## src/rtl/mu_sync_pkg.sv

```systemverilog
// Shared constants and elaboration-time helpers for the mu_sync_filter synchroniser.
package mu_sync_pkg;

  localparam int STAGES_MIN = 2;

  function automatic int clog2(input int value);
    int result;
    int rem;
    result = 0;
    rem    = value - 1;
    for (int i = 0; i < 32; i++) begin
      if (rem > 0) begin
        result++;
        rem = rem >> 1;
      end
    end
    return result;
  endfunction

  // The filter counter must be at least one bit wide even when FILT_CYCLES is 1.
  function automatic int cnt_width(input int filt_cycles);
    return (clog2(filt_cycles) < 1) ? 1 : clog2(filt_cycles);
  endfunction

endpackage

```

## src/rtl/mu_sync_chan.sv

```systemverilog
// One channel: register-only synchroniser chain, stability filter, edge pulses and
// the sticky change flag that exists only when MU_SYNC_FILTER_STATUS_EN is defined.
module mu_sync_chan
  import mu_sync_pkg::*;
#(
  parameter int   STAGES      = 2,
  parameter int   FILT_CYCLES = 4,
  parameter logic RST_BIT     = 1'b0
) (
  input  logic clk,
  input  logic reset_i,
  input  logic in_i,
  input  logic tick_i,
  input  logic clr_changed_i,
  output logic out_o,
  output logic rise_o,
  output logic fall_o,
  output logic changed_o
);

  localparam int              CNT_W   = cnt_width(FILT_CYCLES);
  localparam logic [CNT_W-1:0] CNT_MAX = CNT_W'(FILT_CYCLES - 1);

  (* srl_style = "register" *) logic [STAGES-1:0] sync_q;

  logic             sync_val;
  logic [CNT_W-1:0] cnt_q, cnt_d;
  logic             out_q, out_d;
  logic             rise_q, rise_d;
  logic             fall_q, fall_d;

  assign sync_val = sync_q[STAGES-1];

  // NOTE: every variable gets a default first so no path through this block infers a latch.
  always_comb begin
    cnt_d  = cnt_q;
    out_d  = out_q;
    rise_d = 1'b0;
    fall_d = 1'b0;
    if (sync_val == out_q) begin
      cnt_d = '0;
    end else if (tick_i) begin
      if (cnt_q == CNT_MAX) begin
        out_d  = sync_val;
        cnt_d  = '0;
        rise_d = sync_val;
        fall_d = ~sync_val;
      end else begin
        cnt_d = cnt_q + 1'b1;
      end
    end
  end

  // NOTE: sequential state uses non-blocking assignments so every flop samples pre-edge values.
  always_ff @(posedge clk or posedge reset_i) begin
    if (reset_i) begin
      sync_q <= {STAGES{RST_BIT}};
      cnt_q  <= '0;
      out_q  <= RST_BIT;
      rise_q <= 1'b0;
      fall_q <= 1'b0;
    end else begin
      sync_q <= {sync_q[STAGES-2:0], in_i};
      cnt_q  <= cnt_d;
      out_q  <= out_d;
      rise_q <= rise_d;
      fall_q <= fall_d;
    end
  end

  assign out_o  = out_q;
  assign rise_o = rise_q;
  assign fall_o = fall_q;

`ifdef MU_SYNC_FILTER_STATUS_EN
  logic changed_q, changed_d;

  // Set wins over clear so a pulse arriving together with a clear is never lost.
  assign changed_d = (changed_q & ~clr_changed_i) | rise_q | fall_q;

  always_ff @(posedge clk or posedge reset_i) begin
    if (reset_i) begin
      changed_q <= 1'b0;
    end else begin
      changed_q <= changed_d;
    end
  end

  assign changed_o = changed_q;
`else
  logic unused_clr_changed;

  assign unused_clr_changed = clr_changed_i;
  assign changed_o          = 1'b0;
`endif

endmodule

```

## src/rtl/mu_sync_filter.sv

```systemverilog
// Multi-channel synchroniser and glitch filter; define MU_SYNC_FILTER_STATUS_EN for
// sticky per-channel change flags (the ports exist in both builds).
module mu_sync_filter
  import mu_sync_pkg::*;
#(
  parameter int               WIDTH       = 8,
  parameter int               STAGES      = 2,
  parameter int               FILT_CYCLES = 4,
  parameter logic [WIDTH-1:0] RST_VAL     = {WIDTH{1'b0}}
) (
  input  logic             clk,
  input  logic             reset,
  input  logic [WIDTH-1:0] in,
  input  logic             tick,
  output logic [WIDTH-1:0] out,
  output logic [WIDTH-1:0] rise,
  output logic [WIDTH-1:0] fall,
  output logic [WIDTH-1:0] changed,
  input  logic [WIDTH-1:0] clr_changed
);

  if (STAGES < STAGES_MIN) begin : g_bad_stages
    $error("mu_sync_filter: STAGES must be at least %0d", STAGES_MIN);
  end

  if (FILT_CYCLES < 1) begin : g_bad_filt
    $error("mu_sync_filter: FILT_CYCLES must be at least 1");
  end

  if (WIDTH < 1) begin : g_bad_width
    $error("mu_sync_filter: WIDTH must be at least 1");
  end

  for (genvar i = 0; i < WIDTH; i++) begin : g_chan
    mu_sync_chan #(
      .STAGES      (STAGES),
      .FILT_CYCLES (FILT_CYCLES),
      .RST_BIT     (RST_VAL[i])
    ) u_chan (
      .clk           (clk),
      .reset_i       (reset),
      .in_i          (in[i]),
      .tick_i        (tick),
      .clr_changed_i (clr_changed[i]),
      .out_o         (out[i]),
      .rise_o        (rise[i]),
      .fall_o        (fall[i]),
      .changed_o     (changed[i])
    );
  end

endmodule

```

## config.mk

```make
export PLATFORM = sky130hd
export DESIGN_NAME = mu_sync_filter
export DESIGN_NICKNAME = d
export VERILOG_FILES = /design/src/rtl/mu_sync_pkg.sv /design/src/rtl/mu_sync_chan.sv /design/src/rtl/mu_sync_filter.sv
export SDC_FILE = /design/constraint.sdc
export NUM_CORES = 1
export LEC_CHECK = 0
export CAP_MARGIN = 20
export CORE_ASPECT_RATIO = 0.6
export CORE_UTILIZATION = 35
export CTS_CLUSTER_SIZE = 10
export DETAILED_ROUTE_END_ITERATION = 8
export PLACE_DENSITY = 0.59
export SETUP_SLACK_MARGIN = 0.2
export SLEW_MARGIN = 15
export SYNTH_ARGS = -nofsm -noshare
export SYNTH_HDL_FRONTEND = slang
export SYNTH_SLANG_ARGS = --single-unit
```

## constraint.sdc

```tcl
create_clock -name clk -period 2.2 [get_ports clk]
set_input_delay 0.33 -clock clk [delete_from_list [all_inputs] [get_ports clk]]
set_output_delay 0.33 -clock clk [all_outputs]
set_load 0.02 [all_outputs]
```

==> results of run 1 <==
power by group through the flow:
stage          Combinational, mW  Sequential, mW  Clock, mW
2_1_floorplan              0.647            1.41          0
3_3_place_gp               0.750            1.45          0
3_5_place_dp               0.767            1.46          0
4_1_cts                    0.768            1.44      0.599
5_1_grt                    0.854            1.48      0.636
6_report                   0.754            1.44      0.561
cell families after synthesis:
| group | count (synthesis) |
|---|---|
| compound gates | 8 |
| xor+xnor | 8 |
| fa+ha+maj | 8 |
| buf+inv | 36 |
| flops | 56 |
| mux | 16 |
| other cells | 1 |
| simple gates | 48 |
path summary, 6_finish.rpt:
path,from,to
setup reg to reg,g_chan[0].u_chan.cnt_q[0],g_chan[0].u_chan.cnt_q[0]
max in group asynchronous,reset,g_chan[0].u_chan.sync_q[0]
setup / recovery,g_chan[2].u_chan.out_o,out[2]
hold / removal,g_chan[4].u_chan.sync_q[0],g_chan[4].u_chan.sync_q[1]
min in group asynchronous,reset,g_chan[7].u_chan.rise_o
hold reg to reg,g_chan[4].u_chan.sync_q[0],g_chan[4].u_chan.sync_q[1]
Yosys cell counts:
cell type	instances
conb_1	1
dfrtp_1	56
ha_1	8
buf_4	32
mux2i_1	8
or3b_1	8
nand2_1	8
inv_1	1
a21oi_1	8
nor3b_1	16
buf_2	3
nand2b_1	8
nor2_1	8
mux2_1	8
xnor2_1	8
per-layer routing:
metal  track usage [%]  vias up
li1                  -      592
met1              13.1      587
met2              14.4       26
met3              3.47        5
met4              4.62        0
met5                 0        -
cell type report:
cell class	instances	area (sq um)	share of cell area (%)
clock buffers	8	90.1	3.35
inverters	1	3.75	0.140
multi-input cells	96	711	26.5
flip-flops and latches	56	1400	52.2
well taps	84	105	3.91
repair buffers	37	375	14.0
sequential cells by signal (all words and copies together), names as in the netlist:
| name | flops |
|---|---|
| g_chan.u_chan.sync_q | 16 |
| g_chan.u_chan.rise_o | 8 |
| g_chan.u_chan.cnt_q | 16 |
| g_chan.u_chan.out_o | 8 |
| g_chan.u_chan.fall_o | 8 |
==> reports/qor.yml, run 1 <==
worst_setup_path:
  crit_chain: "clkdlybuf4s50_1"
  cp_max_fo: 5
  reg2reg_depth: 3
  crit_arrival_ns: 1.37
  cp_data_required_time_ns: 1.87
  path_buf_inv: 1
  cp.depth: 1
  endpoint_kind: "output port"
  cp_top_family: "buffers and inverters"
  slowest_delay_ns: 0.64
  crit_slowest_cell: "clkdlybuf4s50_1"
  rrSetupSlack_ns: 1.02
  start_kind: "register"
  critical_path_class: "reg -> out"
cells_and_area:
  final_common_cell: "dfrtp_1"
  fillers: 614
  fin_util_pct: 42.8
  fin_area_sq_um: 2690
  fin_cells: 282
  fin_nets: 224
  mostFrequentLayoutCells: "56 x dfrtp_1, 34 x clkdlybuf4s50_1, 16 x nor3b_1"
  syn2layout_area_growth_pct: 14.6
  n_antenna_cell: 0
  layout-drive-gt1-share_pct: 5.05
placed_design:
  dpl_cell_area_sq_um: 2600
  hpwl_microns: 1900
  io_buffers: 34
  place_inst: 274
  place_congestion: 0.659
  place_ws_ns: 0.490
routing:
  routedWlPerCell_microns: 10.3
  ant_nets: 0
  wl_met3_microns: 173
  m1WireLength_microns: 1540
  first_pass_iters: 4
  drtIter0Drc: 33
  avgViaCountPerCell: 4.29
  routed-wl-met2_microns: 1160
  drcViolationCount: 0
  via_count: 1210
  drt-total-wl_microns: 2920
  top_layer: "met4"
grt:
  grt_pass1_wl_microns: 5240
  overflow: 0
  antenna_found_initial: 0
  grt_pass1_vias: 1164
  grt_usage_pct: 9.87
  grt_max_degree: 57
power_and_ir_drop:
  power_mw: 2.75
  p_seq_share_pct: 52.2
  switching_share_pct: 30.7
  peakVddDrop_v: 0.000385
  p_per_area_nw_per_um2: 1020
  p_int_mw: 1.91
  netSwitchingPower_mw: 0.844
  power_frac_clock_pct: 20.4
  combPwrFrac_pct: 27.4
  leakage_nw: 1.22
min_path:
  min_path_type: "reg -> reg"
  holdPathStages: 0
sta:
  slew_viol_final: 0
  fin_crit_sh_pct: 77.4
  fin_skew_ns: 0.00263
  max_freq_ghz: 0.587
  finalSetupTns_ns: 0
  postLayoutSetupSlackWorst_ns: 0.497
  setup_viol: 0
  hold_viol_final: 0
  period_needed_ns: 1.70
  rsz0062_at_grt: "false"
  holdWs_ns: 0.353
clocking:
  post_cts_buffers: 0
  cts_buffers: 5
  path_clk_slew_ns: 0.09
  cts.sink_count: 56
  post_cts_resized: 0
  insertion_delay_ns: 0.30
  htreeDepth: 2
  clockBufferDepth: 2
  hold_buffers: 0
  cts-root-buf: "clkbuf_8"
  cts_tree: "done"
floorplanning:
  num_rows: 22
  dieArea_sq_um: 7040
  die_h_microns: 65.4
  ios: 51
  core_area_sq_um: 6280
  fp.dieW_microns: 108
  start_util_pct: 37.4
synth:
  synth-simple-area-share_pct: 12.8
  synth_top_cell_area_share_pct: 59.8
  synth_top_family_by_area: "simple AND/OR/NAND/NOR gates"
  ys_seq_elements: 56
  syn_area_sq_um: 2340
  yosysTopAreaCell: "dfrtp_1"
  synth.area.top_cells: "dfrtp_1 60%, buf_4 10%, nor3b_1 5.1%, ha_1 4.3%, mux2_1 3.8%"
  ys_seq_area_share_pct: 59.8
  synthMuxAreaShare_pct: 7.26
  avgSynthCellArea_sq_um: 13.0
  yosysUniqueCellTypes: 15
  synth_compound_area_share_pct: 1.71
  synth_fa_ha_area_share_pct: 4.27
  synthCells: 181
  yosys.area_share.xor_xnor_pct: 2.99
  ys_warn_count: 0
status:
  run_status: "finished, final reports clean"
run:
  max_cap_violations: 0
Power figures use the tool's default switching activity.
==> run 2, diff against run 1 <==
- clock period: 2.2 -> 1.8 ns (I/O delays scaled with it)
==> run 2 against run 1 <==
  * First-iteration DRC count fell by 30%
  * Sequential power rose by 22%
  * Via count down 1.9%
  * Sequential cell count unchanged
  * Worst hold slack worse by 0.080 ns
  * Critical path depth unchanged
  * Critical endpoint is now fall[6]
==> reports/qor.yml, run 2 (synthesis gave the netlist of run 1 again) <==
status:
  run_status: "finished, final reports clean"
sta:
  fin_crit_sh_pct: 83.8
  slew_viol_final: 0
  finalSetupTns_ns: 0
  rsz0062_at_grt: "false"
  max_freq_ghz: 0.663
  setup_viol: 0
  holdWs_ns: 0.273
  hold_viol_final: 0
  postLayoutSetupSlackWorst_ns: 0.291
  period_needed_ns: 1.51
  fin_skew_ns: 0.00382
floorplanning:
  die_h_microns: 65.4
  num_rows: 22
  dieArea_sq_um: 7040
  core_area_sq_um: 6280
  fp.dieW_microns: 108
  start_util_pct: 37.4
  ios: 51
worst_setup_path:
  start_kind: "register"
  cp_max_fo: 1
  crit_arrival_ns: 1.24
  crit_slowest_cell: "clkdlybuf4s50_1"
  crit_start: "g_chan[6].u_chan.fall_o"
  cp_data_required_time_ns: 1.53
  path_buf_inv: 1
  crit_chain: "clkdlybuf4s50_1"
  slowest_delay_ns: 0.60
  rrSetupSlack_ns: 0.61
  endpoint_kind: "output port"
  cp_top_family: "buffers and inverters"
  r2r-end: "g_chan[0].u_chan.cnt_q[0]"
  reg2reg_depth: 3
  r2r_start: "g_chan[0].u_chan.cnt_q[0]"
  critical_path_class: "reg -> out"
power_and_ir_drop:
  p_seq_share_pct: 53.8
  p_per_area_nw_per_um2: 1220
  leakage_nw: 1.24
  switching_share_pct: 31.8
  netSwitchingPower_mw: 1.04
  power_mw: 3.26
  power_frac_clock_pct: 19.5
  combPwrFrac_pct: 26.6
  peakVddDrop_v: 0.000544
  p_int_mw: 2.22
cells_and_area:
  final_common_cell: "dfrtp_1"
  syn2layout_area_growth_pct: 14.0
  fin_area_sq_um: 2670
  fin_util_pct: 42.6
  n_antenna_cell: 0
  top_regs: "g_chan.u_chan.cnt_q x16, g_chan.u_chan.sync_q x16"
  fin_cells: 280
  mostFrequentLayoutCells: "56 x dfrtp_1, 26 x clkdlybuf4s50_1, 16 x nor3b_1"
  layout-drive-gt1-share_pct: 4.59
  fin_nets: 223
clocking:
  path_clk_slew_ns: 0.09
  post_cts_buffers: 0
  cts-root-buf: "clkbuf_8"
  hold_buffers: 0
  cts_tree: "done"
  clockBufferDepth: 2
  insertion_delay_ns: 0.30
  cts.sink_count: 56
  post_cts_resized: 8
  htreeDepth: 2
  cts_buffers: 5
placed_design:
  dpl_cell_area_sq_um: 2610
  io_buffers: 34
  place_congestion: 0.661
  place_inst: 273
  place_ws_ns: 0.225
  hpwl_microns: 1950
routing:
  ant_nets: 0
  avgViaCountPerCell: 4.24
  drtIter0Drc: 23
  drt-total-wl_microns: 2970
  routedWlPerCell_microns: 10.6
  drcViolationCount: 0
  first_pass_iters: 4
  via_count: 1187
grt:
  grt_max_degree: 45
  grt_pass1_vias: 1138
  overflow: 0
  antenna_found_initial: 0
  grt_usage_pct: 9.83
  grt_pass1_wl_microns: 5240
run:
  max_cap_violations: 0
min_path:
  min_path_type: "in -> async"
[run 2: how the worst max path moves through the flow]
stage                                end  depth (start not counted)  slack [ns]
2_1_floorplan  g_chan[0].u_chan.cnt_q[0]                          3        0.69
3_3_place_gp      g_chan[4].u_chan.out_o                          4        0.26
3_5_place_dp   g_chan[3].u_chan.cnt_q[0]                          4        0.22
4_1_cts                          rise[6]                          1        0.27
5_1_grt                          rise[6]                          1        0.24
6_report                         fall[6]                          1        0.29
[run 2: per-layer routing]
metal	wire (microns)	share of wire [%]	vias up	track usage (%)
li1	-	-	590	-
met1	1540	52	569	13.0
met5	0	0	-	0
met3	164	5.5	5	3.87
met2	1230	41	23	14.5
met4	36	1.2	0	3.60
[run 2: final cells by class]
class                      instances  area (sq um)
clock buffer                       6          72.6
clock inverter                     1          5.00
fill                             606          3600
inverter                           1          7.51
multi-input combinational         96           711
sequential                        56          1400
tap                               84           105
timing repair buffer              36           370
[run 2: power groups by stage]
| stage | logic (mW) | clock network, mW | registers [mW] |
|---|---|---|---|
| after floorplan | 0.791 | 0 | 1.73 |
| after global placement | 0.922 | 0 | 1.78 |
| after detailed placement | 0.947 | 0 | 1.78 |
| after CTS | 0.890 | 0.673 | 1.75 |
| after global routing | 0.976 | 0.729 | 1.80 |
| final | 0.867 | 0.637 | 1.75 |
